### config.mk
export PLATFORM = sky130hd
export DESIGN_NAME = weight_select_multi
export DESIGN_NICKNAME = d
export VERILOG_FILES = /design/src/rtl/weight_select_multi.sv
export SDC_FILE = /design/constraint.sdc
export NUM_CORES = 1
export LEC_CHECK = 0
export BUFFER_PORTS_ARGS = -buffer_cell sky130_fd_sc_hd__buf_2
export CAP_MARGIN = 20
export CORE_MARGIN = 2
export CORE_UTILIZATION = 49
export DETAILED_ROUTE_END_ITERATION = 12
export PLACE_DENSITY_LB_ADDON = 0.1
export SLEW_MARGIN = 10
export SYNTH_ARGS = -nofsm -noshare
export SYNTH_HDL_FRONTEND = slang
export SYNTH_SLANG_ARGS = --single-unit
### constraint.sdc
create_clock -name clk -period 1.69 [get_ports clk]
set_clock_uncertainty 0.05 [all_clocks]
set_input_delay 0.338 -clock clk [delete_from_list [all_inputs] [get_ports clk]]
set_output_delay 0.338 -clock clk [all_outputs]
set_load 0.02 [all_outputs]
### src/rtl/weight_select_multi.sv
// N_CH independent weight registers stepped by rising edges of per-channel inc/dec buttons,
// with wrap or saturate at the range ends and optional hold-to-auto-repeat.
module weight_select_multi #(
  parameter int N_CH          = 3,
  parameter int LEVELS        = 3,
  parameter int W             = 2,
  parameter int RESET_LEVEL   = 0,
  parameter int WRAP          = 1,
  parameter int HOLD_CYCLES   = 0,
  parameter int REPEAT_CYCLES = 8,
  parameter int CW            = 16
) (
  input  logic              clk,
  input  logic              reset,
  input  logic [N_CH-1:0]   inc_button,
  input  logic [N_CH-1:0]   dec_button,
  output logic [N_CH*W-1:0] weights,
  output logic [N_CH-1:0]   step_pulse
);

  typedef enum logic {HOLD_WAIT, REPEAT} hold_state_t;

  localparam logic [W-1:0]  TOP    = W'(LEVELS - 1);
  localparam logic [W-1:0]  RST_W  = W'(RESET_LEVEL);
  localparam logic [CW-1:0] HOLD_N = CW'(HOLD_CYCLES);
  localparam logic [CW-1:0] REP_N  = CW'(REPEAT_CYCLES);
  localparam bit            REP_EN = (HOLD_CYCLES > 0);

  logic [N_CH-1:0][W-1:0]  w_q, w_d;
  logic [N_CH-1:0][CW-1:0] cnt_q, cnt_d;
  logic [N_CH-1:0]         inc_prev_q, dec_prev_q;
  logic [N_CH-1:0]         dir_q, dir_d;
  logic [N_CH-1:0]         pulse_d;
  logic [N_CH-1:0]         inc_rise, dec_rise, single;
  logic [N_CH-1:0]         up_req, dn_req;
  hold_state_t             st_q [N_CH];
  hold_state_t             st_d [N_CH];

  assign inc_rise = inc_button & ~inc_prev_q;
  assign dec_rise = dec_button & ~dec_prev_q;
  assign single   = inc_button ^ dec_button;
  assign weights  = w_q;

  always_ff @(posedge clk) begin
    if (!reset) begin
      w_q        <= {N_CH{RST_W}};
      step_pulse <= '0;
      cnt_q      <= '0;
      dir_q      <= '0;
      inc_prev_q <= inc_button;
      dec_prev_q <= dec_button;
      for (int unsigned i = 0; i < N_CH; i++) st_q[i] <= HOLD_WAIT;
    end else begin
      w_q        <= w_d;
      step_pulse <= pulse_d;
      cnt_q      <= cnt_d;
      dir_q      <= dir_d;
      inc_prev_q <= inc_button;
      dec_prev_q <= dec_button;
      for (int unsigned i = 0; i < N_CH; i++) st_q[i] <= st_d[i];
    end
  end

  always_comb begin
    w_d     = w_q;
    cnt_d   = cnt_q;
    dir_d   = dir_q;
    pulse_d = '0;
    up_req  = '0;
    dn_req  = '0;
    for (int unsigned i = 0; i < N_CH; i++) st_d[i] = st_q[i];

    for (int unsigned i = 0; i < N_CH; i++) begin
      up_req[i] = inc_rise[i] & ~dec_rise[i];
      dn_req[i] = dec_rise[i] & ~inc_rise[i];

      if (REP_EN) begin
        // A zero count marks an idle channel: holds only continue from a single-button press.
        if (single[i] && (inc_rise[i] || dec_rise[i])) begin
          cnt_d[i] = CW'(1);
          st_d[i]  = HOLD_WAIT;
          dir_d[i] = inc_button[i];
        end else if (single[i] && (cnt_q[i] != '0) && (dir_q[i] == inc_button[i])) begin
          if ((st_q[i] == HOLD_WAIT && cnt_q[i] == HOLD_N) ||
              (st_q[i] == REPEAT    && cnt_q[i] == REP_N)) begin
            up_req[i] = dir_q[i];
            dn_req[i] = ~dir_q[i];
            cnt_d[i]  = CW'(1);
            st_d[i]   = REPEAT;
          end else begin
            cnt_d[i] = cnt_q[i] + CW'(1);
          end
        end else begin
          cnt_d[i] = '0;
          st_d[i]  = HOLD_WAIT;
        end
      end

      if (up_req[i]) begin
        if (w_q[i] != TOP) begin
          w_d[i]     = w_q[i] + W'(1);
          pulse_d[i] = 1'b1;
        end else if (WRAP != 0) begin
          w_d[i]     = '0;
          pulse_d[i] = 1'b1;
        end
      end else if (dn_req[i]) begin
        if (w_q[i] != '0) begin
          w_d[i]     = w_q[i] - W'(1);
          pulse_d[i] = 1'b1;
        end else if (WRAP != 0) begin
          w_d[i]     = TOP;
          pulse_d[i] = 1'b1;
        end
      end
    end
  end

endmodule

### Word-level counts from Yosys, hierarchy flattened

Index checks and enable logic that the tools add are counted.

* multiplexer cells: 18
* add/subtract/negate cells: 6
* bitwise operators: 16
* reduce and logical (&&, ||, !) cells: 6
* equality and inequality tests: 3

Operators by type and width (number)
* $mux 2: 12
* $reduce_bool 2->1: 6
* $add 2x1->2 const B: 3
* $and 1x1->1: 6
* $and 3x3->3: 2
* $mux 1: 6
* $ne 2x2->1 const B: 3
* $not 1->1: 6
* $not 3->3: 2
* $sub 2x1->2 const B: 3

* input bits: 8
* output and inout bits: 9
* flip-flop bits (word level): 15

### Depth between registers and ports, before layout

* word-level depth: 6
* mapped depth: 4

### Least setup slack after synthesis

Ideal clock, no wire load.

* path kind: register to register
* from: reg w_q (netlist bit weights[2])
* to: reg w_q (netlist bit weights[3])
* data arrival time: 1.269 ns
* slack: 0.280 ns
* buffers on the path: 0
* required time: 1.549 ns
* library setup time: 0.091 ns
* cell stages (with the launch flop): 5
* cell sequence: dfxtp_1 -> inv_1 -> ha_1 -> or2_1 -> a311oi_1

* word-level cells in the longest chain between the ends: 4
* elaborated cells between the ends (all ways): 8
* those cells by class: add/sub: 2; eq/ne: 1; mux: 4; reduce/logical: 1

RTL lines
* from (decl): RTL line 29 `logic [N_CH-1:0][W-1:0] w_q, w_d;`
* from (signal assigned): RTL line 46 `w_q <= {N_CH{RST_W}};`
* from (signal assigned): RTL line 54 `w_q <= w_d;`
* $sub 2x1->2 / $reduce_bool 2->1 (equally long branches): RTL line 109, 108
* $mux 2: RTL line 108 `if (w_q[i] != '0) begin`
* $mux 2: RTL line 107 `end else if (dn_req[i]) begin`
* $mux 2 *: RTL line 99 `if (up_req[i]) begin`

Every way passes the cells marked *; elsewhere a longest branch is shown, timed or not. The select of a mux whose other input is x is not followed.
A chain may end at the register's enable or synchronous reset.

### Worst setup path after layout

Same ends and word-level chain as after synthesis.

==> qor.yml <==
dr.max_layer_used: "met4"
cts_tree: "done"
rsz0062_at_grt: "false"
dpl-instance-area_um2: 791
cpPeakStageDelay_ps: 390
hold_depth: 1
grt_start_max_net_pins: 10
grt_pass1_vias: 417
slew_viol_final: 0
critPathCaptureType: "flip-flop"
path_cells: "inv_1 > ha_1 > or2_1 > a311oi_1"
ys_seq_elements: 15
grt_pass1_wl_mm: 1.73
syn_area_um2: 692
min_from: "inc_button[0]"
min_path_type: "primary input to flip-flop"
dieArea_um2: 1730
setup_viol: 0
cts_root_buf: "clkbuf_4"
wl_met1_um: 469
grt_usage: 0.132
final_area_um2: 818
grt_overflow: 0
nNetsFinal: 108
worstSetupStartpointType: "flip-flop"
synth_area_leader_cell: "dfxtp_1"
synth-main-ff-cell: "dfxtp_1"
utilization: 0.621
synth_warnings: 0
synth_common_cells: "15 x dfxtp_1, 12 x ha_1, 10 x nor2b_1"
cts_sinks: 15
r2r_start: "weights[2]"
n_antenna_cell: 0
wl_mm: 1.01
worst_path_max_delay_cell: "dfxtp_1"
num_vias: 464
ios: 17
cp.arrival_ps: 1500
status: "finished clean"
max_freq_ghz: 0.736
synth_nets: 87
fp.dieH_um: 41.6
holdPathEnd: "inc_prev_q[0]"
fin_crit_ps: 1360
ys_async_sr_fraction: 0
drive_gt1_frac: 0.253
drc: 0
port_buffers: 16
synth-seq-area-share: 0.434
drv_cap: 0
viasPerCell: 4.55
postCtsHoldBufs: 0
first_pass_iters: 2
yosysMostFrequentCell: "dfxtp_1"
postCtsSetupBuffers: 0
drt_iter0_drc: 1
worstSetupPathType: "flip-flop to flip-flop"
post_cts_resize_count: 0
worstMarginPinSlew_ps: 208
synth_top_area_share: 0.434
powerDensity_nw_per_um2: 941
clk_pin_slew_ps: 90
dp.cells: 98
p_leak_nw: 0.404
slew_headroom: 0.860
drt-wirelength-per-cell_um: 9.85
fp.dieW_um: 41.6
dpl.hpwl_um: 844
r2r_setup_slack_ps: 330
timing.rr.end: "weights[3]"
fin_cells: 102
cts_made_buffers: 3
crit_path_max_fanout: 4
synth.distinct_cells: 14
initial_core_util: 0.525
gp_congestion: 0.743
required_ps: 1830
antenna_found_initial: 0
synthTopCellsByArea: "dfxtp_1 43%, ha_1 22%, nor2b_1 9.0%"
syn_to_final_growth_pct: 18.3
fin_setup_tns_ps: 0
rows: 13
ff2ff_path_depth: 4
syn_area_per_cell_um2: 10.3
ir_worst_vdd_uv: 608
postSynthCellCount: 67
antenna_left: 0
routed-wl-met3_um: 36
hold_violations: 0
cts_max_path_buffers: 2
cts.htree.levels: 1
synth_edf_count: 0
period_share: 0.803
fp.coreArea_um2: 1320
clock_latency_ps: 270
wl_met2_um: 483
[worst max-delay path: cells and delay by family, from the launching register on]
family	cells	cell delay, ps
AND/OR/NAND/NOR	1	220
buffers and inverters	1	80
flip-flops	1	390
AO/OA/AOI/OAI	1	250
adder cells (fa/ha/maj)	1	290
[registers in the layout, summed over array words and instances, names as in the netlist]
name / flops
step_pulse: 3
weights: 6
inc_prev_q: 3
dec_prev_q: 3
[cells by family (layout without fill, tap and decap cells)]
group                      Yosys count  count (layout)  share of synthesized area
muxes                                3               3                     0.0434
buffers and inverters               10              30                     0.0542
and+or+nand+nor                     21              21                      0.170
adders and majority gates           12              12                      0.217
DFF                                 15              15                      0.434
AOI/OAI and AO/OA                    6               6                     0.0814
[how the worst max path moves through the flow]
stage	to	startpoint	cells after the start	slack, ps
floorplan	weights[3]	weights[2]	4	280
global placement	weights[5]	inc_button[2]	4	290
detailed placement	weights[5]	inc_button[2]	4	270
CTS	weights[3]	weights[2]	4	320
global route	weights[3]	weights[2]	4	230
finish	weights[3]	weights[2]	4	330
[cell type report]
cell class | count | area (µm²)
flip-flops and latches | 15 | 300
well taps | 15 | 18.8
repair buffers | 16 | 80.1
clock buffers | 3 | 22.5
multi-input cells | 42 | 354
clock inverters | 1 | 5.00
fillers | 120 | 499
inverters | 10 | 37.5
[per-layer routing]
metal  up-vias  GRT usage
met5         -          0
met4         0     0.0774
met3         2     0.0261
met2         7      0.200
met1       199      0.172
li1        256          -
[placed cells by master, fill, tap and decap left out, types with 2 or more instances in the layout]
cell type / Yosys / final
nor2_1: 3 / 3
or2_1: 2 / 2
nand2_1: 2 / 2
nand2b_1: 3 / 3
inv_1: 9 / 9
ha_1: 12 / 12
a311oi_1: 2 / 2
nor2b_1: 10 / 10
clkbuf_4: 0 / 3
a211oi_1: 3 / 3
mux2i_1: 3 / 3
buf_2: 0 / 16
dfxtp_1: 15 / 15
[through the flow]
stage / setup WS (ps) / power [mW] / hold slack, ps
floorplan: 280 / 0.532 / 316
global placement: 288 / 0.581 / 400
detailed placement: 266 / 0.585 / 403
CTS: 319 / 0.784 / 107
global route: 229 / 0.822 / 106
finish: 332 / 0.770 / 118
[report_power, final]
group	switching, mW	total, mW	leakage, nW	internal [mW]
sequential	0.0191	0.402	0.125	0.383
combinational	0.0950	0.170	0.261	0.0755
clock	0.109	0.197	0.0177	0.0876
Note: power is estimated with default switching activity, not from simulation.
